File: src/rtl/mem_arbiter.sv
// Two-master round-robin arbiter for the picorv32 native memory bus.
// Grant is held until the transfer completes, is abandoned, or is ended by the watchdog.
module mem_arbiter #(
  parameter int unsigned TIMEOUT      = 255,
  parameter logic [31:0] TIMEOUT_DATA = 32'hDEADBEEF
) (
  input  logic        clk,
  input  logic        reset,
  input  logic        m0_valid,
  input  logic        m0_instr,
  input  logic [3:0]  m0_wstrb,
  input  logic [31:0] m0_wdata,
  input  logic [31:0] m0_addr,
  output logic        m0_ready,
  output logic [31:0] m0_rdata,
  input  logic        m1_valid,
  input  logic        m1_instr,
  input  logic [3:0]  m1_wstrb,
  input  logic [31:0] m1_wdata,
  input  logic [31:0] m1_addr,
  output logic        m1_ready,
  output logic [31:0] m1_rdata,
  output logic        mem_valid,
  output logic        mem_instr,
  output logic [3:0]  mem_wstrb,
  output logic [31:0] mem_wdata,
  output logic [31:0] mem_addr,
  input  logic        mem_ready,
  input  logic [31:0] mem_rdata,
  output logic        timeout_err,
  output logic        err_master
);

  typedef enum logic [1:0] {IDLE, GRANT0, GRANT1, GAP} state_t;

  localparam logic [15:0] WD_LIMIT = 16'(TIMEOUT);

  state_t      state;
  logic        last;
  logic [15:0] wd;

  logic granted;
  logic sel1;
  logic cur_valid;
  logic done;
  logic timed_out;

  always_comb begin
    granted   = (state == GRANT0) || (state == GRANT1);
    sel1      = (state == GRANT1);
    cur_valid = sel1 ? m1_valid : m0_valid;
    done      = granted && cur_valid && mem_ready;
    // mem_ready takes priority over an expiring watchdog
    timed_out = granted && cur_valid && !mem_ready && (wd == WD_LIMIT);
  end

  always_comb begin
    mem_valid = granted && cur_valid;
    mem_instr = sel1 ? m1_instr : m0_instr;
    mem_wstrb = sel1 ? m1_wstrb : m0_wstrb;
    mem_wdata = sel1 ? m1_wdata : m0_wdata;
    mem_addr  = sel1 ? m1_addr  : m0_addr;
    m0_ready  = (state == GRANT0) && (done || timed_out);
    m1_ready  = (state == GRANT1) && (done || timed_out);
    m0_rdata  = ((state == GRANT0) && timed_out) ? TIMEOUT_DATA : mem_rdata;
    m1_rdata  = ((state == GRANT1) && timed_out) ? TIMEOUT_DATA : mem_rdata;
  end

  always_ff @(posedge clk) begin
    if (reset) begin
      state       <= IDLE;
      last        <= 1'b1;
      wd          <= '0;
      timeout_err <= 1'b0;
      err_master  <= 1'b0;
    end else begin
      case (state)
        IDLE: begin
          wd <= '0;
          // on a tie, the master other than the last one granted wins
          if (m0_valid && (!m1_valid || last)) begin
            state <= GRANT0;
            last  <= 1'b0;
          end else if (m1_valid) begin
            state <= GRANT1;
            last  <= 1'b1;
          end
        end
        GRANT0, GRANT1: begin
          if (!cur_valid || done) begin
            state <= GAP;
          end else if (timed_out) begin
            state       <= GAP;
            timeout_err <= 1'b1;
            err_master  <= sel1;
          end else begin
            wd <= wd + 16'd1;
          end
        end
        GAP:     state <= IDLE;
        default: state <= IDLE;
      endcase
    end
  end

endmodule

File: config.mk
export PLATFORM = sky130hd
export DESIGN_NAME = mem_arbiter
export DESIGN_NICKNAME = d
export VERILOG_FILES = /design/src/rtl/mem_arbiter.sv
export SDC_FILE = /design/constraint.sdc
export NUM_CORES = 1
export LEC_CHECK = 0
export CELL_PAD_IN_SITES_DETAIL_PLACEMENT = 1
export CELL_PAD_IN_SITES_GLOBAL_PLACEMENT = 2
export CORE_MARGIN = 1.5
export CORE_UTILIZATION = 11
export CTS_BUF_LIST = sky130_fd_sc_hd__clkbuf_8
export DETAILED_ROUTE_END_ITERATION = 16
export PLACE_DENSITY = 0.88
export SYNTH_ARGS = -nofsm -noshare
export SYNTH_HDL_FRONTEND = slang
export SYNTH_SLANG_ARGS = --single-unit
File: constraint.sdc
create_clock -name clk -period 2.9 [get_ports clk]
set_clock_uncertainty 0.1 [all_clocks]
set_input_delay 0.435 -clock clk [delete_from_list [all_inputs] [get_ports clk]]
set_output_delay 0.435 -clock clk [all_outputs]
set_load 0.03 [all_outputs]
==> results.sh <==
export IMPL_status="complete, no violations"
export IMPL_ys_types=37
export IMPL_routedWlPerCell_um=15.59
export IMPL_num_vias=3209
export IMPL_root_buffer="clkbuf_8"
export IMPL_dieArea_mm2=0.02250
export IMPL_power_mw=3.266
export IMPL_crit_path_max_fanout=57
export IMPL_clk_latency_ns=0.27
export IMPL_grt_overflow=0
export IMPL_grt_pass1_wl_mm=18.46
export IMPL_dp_hpwl_mm=11.56
export IMPL_port_buffers=312
export IMPL_ant_nets=0
export IMPL_yosysWarnings=0
export IMPL_syn_area_mm2=0.002377
export IMPL_layout_nets=767
export IMPL_worst_pin_slew_ns=0.6934
export IMPL_seqCellArea_um2=421.7
export IMPL_endpoint_kind="primary output"
export IMPL_setup_tns_final_ns=0
export IMPL_cp_arrival_ns=2.26
export IMPL_post_route_util_pct=27.39
export IMPL_grt_pass1_vias=3264
export IMPL_ioPinCount=313
export IMPL_core_area_mm2=0.02109
export IMPL_fillers=2508
export IMPL_hold_path_class="reg -> reg"
export IMPL_antenna_found_initial=0
export IMPL_grt_max_degree=58
export IMPL_crit_type="reg -> out"
export IMPL_cp_required_ns=2.37
export IMPL_period_share_pct=96.24
export IMPL_relSlewSlack_pct=53.77
export IMPL_reg2reg_slack_ns=0.57
export IMPL_synth_seq_cells=21
export IMPL_maxCapViolations=0
export IMPL_syn_nets=463
export IMPL_slew_violations=0
export IMPL_ir_drop_uv=251.4
export IMPL_synthCells=283
export IMPL_hold_end="wd[12]"
export IMPL_htreeDepth=1
export IMPL_antenna_cells=0
export IMPL_post_cts_buffers=0
export IMPL_grt_setup_unrepaired="false"
export IMPL_num_rows=53
export IMPL_cts_buffers=3
export IMPL_fp_dieW_um=150.0
export IMPL_min_period_ns=2.791
export IMPL_firstDrtPassIters=4
export IMPL_setup_viol=0
export IMPL_whs_ns=0.4123
export IMPL_routed_wirelength_mm=13.42
export IMPL_syn_area_per_cell_um2=8.400
export IMPL_area_delta_synth_final_pct=143.0
export IMPL_critPathLaunchType="flop"
export IMPL_rr_startpoint="state[1]"
export IMPL_ff2ff_path_depth=7
export IMPL_clock_sinks=21
export IMPL_leakage_nw=2.207
export IMPL_hold_viol=0
export IMPL_synth_ff_type="dfxtp_1"
export IMPL_avgViaCountPerCell=3.727
export IMPL_synth_edf_count=0
export IMPL_finalWeightedCongestion=0.6828
export IMPL_start_util_pct=11.27
export IMPL_multi_input_area_mm2=0.001903
export IMPL_yosysSeqAreaShare_pct=17.68
export IMPL_async_flop_share_pct=0
export IMPL_timing_rr_end="wd[15]"
export IMPL_holdCritStartpoint="wd[12]"
export IMPL_clockBufferDepth=2
export IMPL_cts_tree="done"
export IMPL_die_h_um=150.0
export IMPL_first_iter_violations=58
export IMPL_timing_fmax_ghz=0.3583
export IMPL_drive_above_1_share_pct=26.96
export IMPL_clk_pin_slew_ns=0.09
export IMPL_powerDensity_mw_per_mm2=565.4
export IMPL_drc=0
export IMPL_whs_path_depth=2
export IMPL_track_usage_pct=10.50
## flip-flops by register name, summed over array words and instances, names as in the netlist
register,cells
wd,16
state,2
err_master,1
last,1
timeout_err,1
## stage by stage
stage | worst slack, ns | cells | instance area (µm²)
floorplan | 0.4017 | 283 | 2377
global placement | 0.08221 | 857 | 5685
detailed placement | 0.007444 | 857 | 5685
CTS | 0.008742 | 861 | 5736
global route | 0.002904 | 861 | 5777
finish | 0.1090 | 861 | 5777
## final cells by class
cell class                 count  area share (%)
timing repair buffer         319           52.80
multi-input combinational    239           32.94
sequential                    21           7.299
tap                          275           5.956
clock buffer                   3          0.7147
inverter                       3          0.1949
clock inverter                 1         0.08664
## Yosys cell counts (2+ instances only)
cell | instances | area (µm²)
a21oi_1 | 5 | 25.02
and2_1 | 17 | 106.4
and4_1 | 2 | 17.52
buf_2 | 2 | 10.01
clkbuf_1 | 16 | 60.06
dfxtp_1 | 21 | 420.4
ha_1 | 5 | 62.56
inv_1 | 3 | 11.26
mux2_2 | 69 | 777.0
nand2_1 | 12 | 45.04
nand2b_1 | 53 | 331.6
nand3_1 | 6 | 30.03
nand3b_1 | 2 | 15.01
nor2_1 | 20 | 75.07
nor2b_1 | 2 | 12.51
nor3_1 | 5 | 25.02
nor4_1 | 2 | 12.51
nor4_4 | 2 | 42.54
o211a_1 | 2 | 20.02
o21ai_0 | 5 | 25.02
or2_2 | 3 | 18.77
or3_1 | 3 | 18.77
xnor2_1 | 10 | 87.58
xor2_1 | 3 | 26.28
## worst max-delay path by stage
stage          cells after the start       endpoint     start
3_3_place_gp                       8    m1_rdata[8]  m1_valid
2_1_floorplan                      8   m1_rdata[14]     wd[0]
5_1_grt                            8    m0_rdata[4]     wd[0]
6_report                           5  mem_wdata[12]  state[0]
4_1_cts                            9    m1_rdata[8]  state[1]
3_5_place_dp                       8    m1_rdata[8]  m1_valid
## where the power goes
group	leakage, nW	internal [mW]	switching [mW]
combinational	2.01	1.31	1.42
clock	0.0255	0.0961	0.106
sequential	0.170	0.311	0.0198
total	2.21	1.72	1.55
## routing by layer
| layer | up-vias | global-route usage [%] | routed length, µm |
|---|---|---|---|
| li1 | 1576 | - | - |
| met1 | 1469 | 12.47 | 5291 |
| met2 | 157 | 19.43 | 6917 |
| met3 | 7 | 2.348 | 1126 |
| met4 | 0 | 1.520 | 85 |
| met5 | - | 0 | 0 |
## critical path, stage by stage (launching register included)
cell	delay [ns]
dfxtp_1	0.33
inv_2	0.13
ha_4	0.21
buf_16	0.29
mux2_2	0.41
clkdlybuf4s50_1	0.61
## kinds of logic after synthesis
family	synth area share [%]
and+or+nand+nor	33.26
muxes	33.11
buffers and inverters	3.895
DFF	17.68
AOI/OAI and AO/OA	4.632
xor gates and xnor gates	4.790
adders and majority gates	2.632
## placed cells by master (no fill, tap or decap), types with 3 or more instances in the layout
master,synthesis,final
clkbuf_8,0,3
nor3_1,5,5
ha_1,5,3
nand3_1,6,6
and2_1,17,16
xor2_1,3,3
o21ai_0,5,5
clkdlybuf4s50_1,0,244
or2_2,3,3
nand2_1,12,12
or3_1,3,3
buf_4,1,71
dfxtp_1,21,20
mux2_2,69,69
nor2_1,20,20
a21oi_1,5,5
nand2b_1,53,53
xnor2_1,10,10
## what timing repair did
item | in CTS | in global routing
resized for setup | 1 | 9
hold buffers | 0 | 0
hold endpoints to repair | 0 | 0
endpoints found under the setup margin | 14 | 114
(Power assumes the default switching activity.)
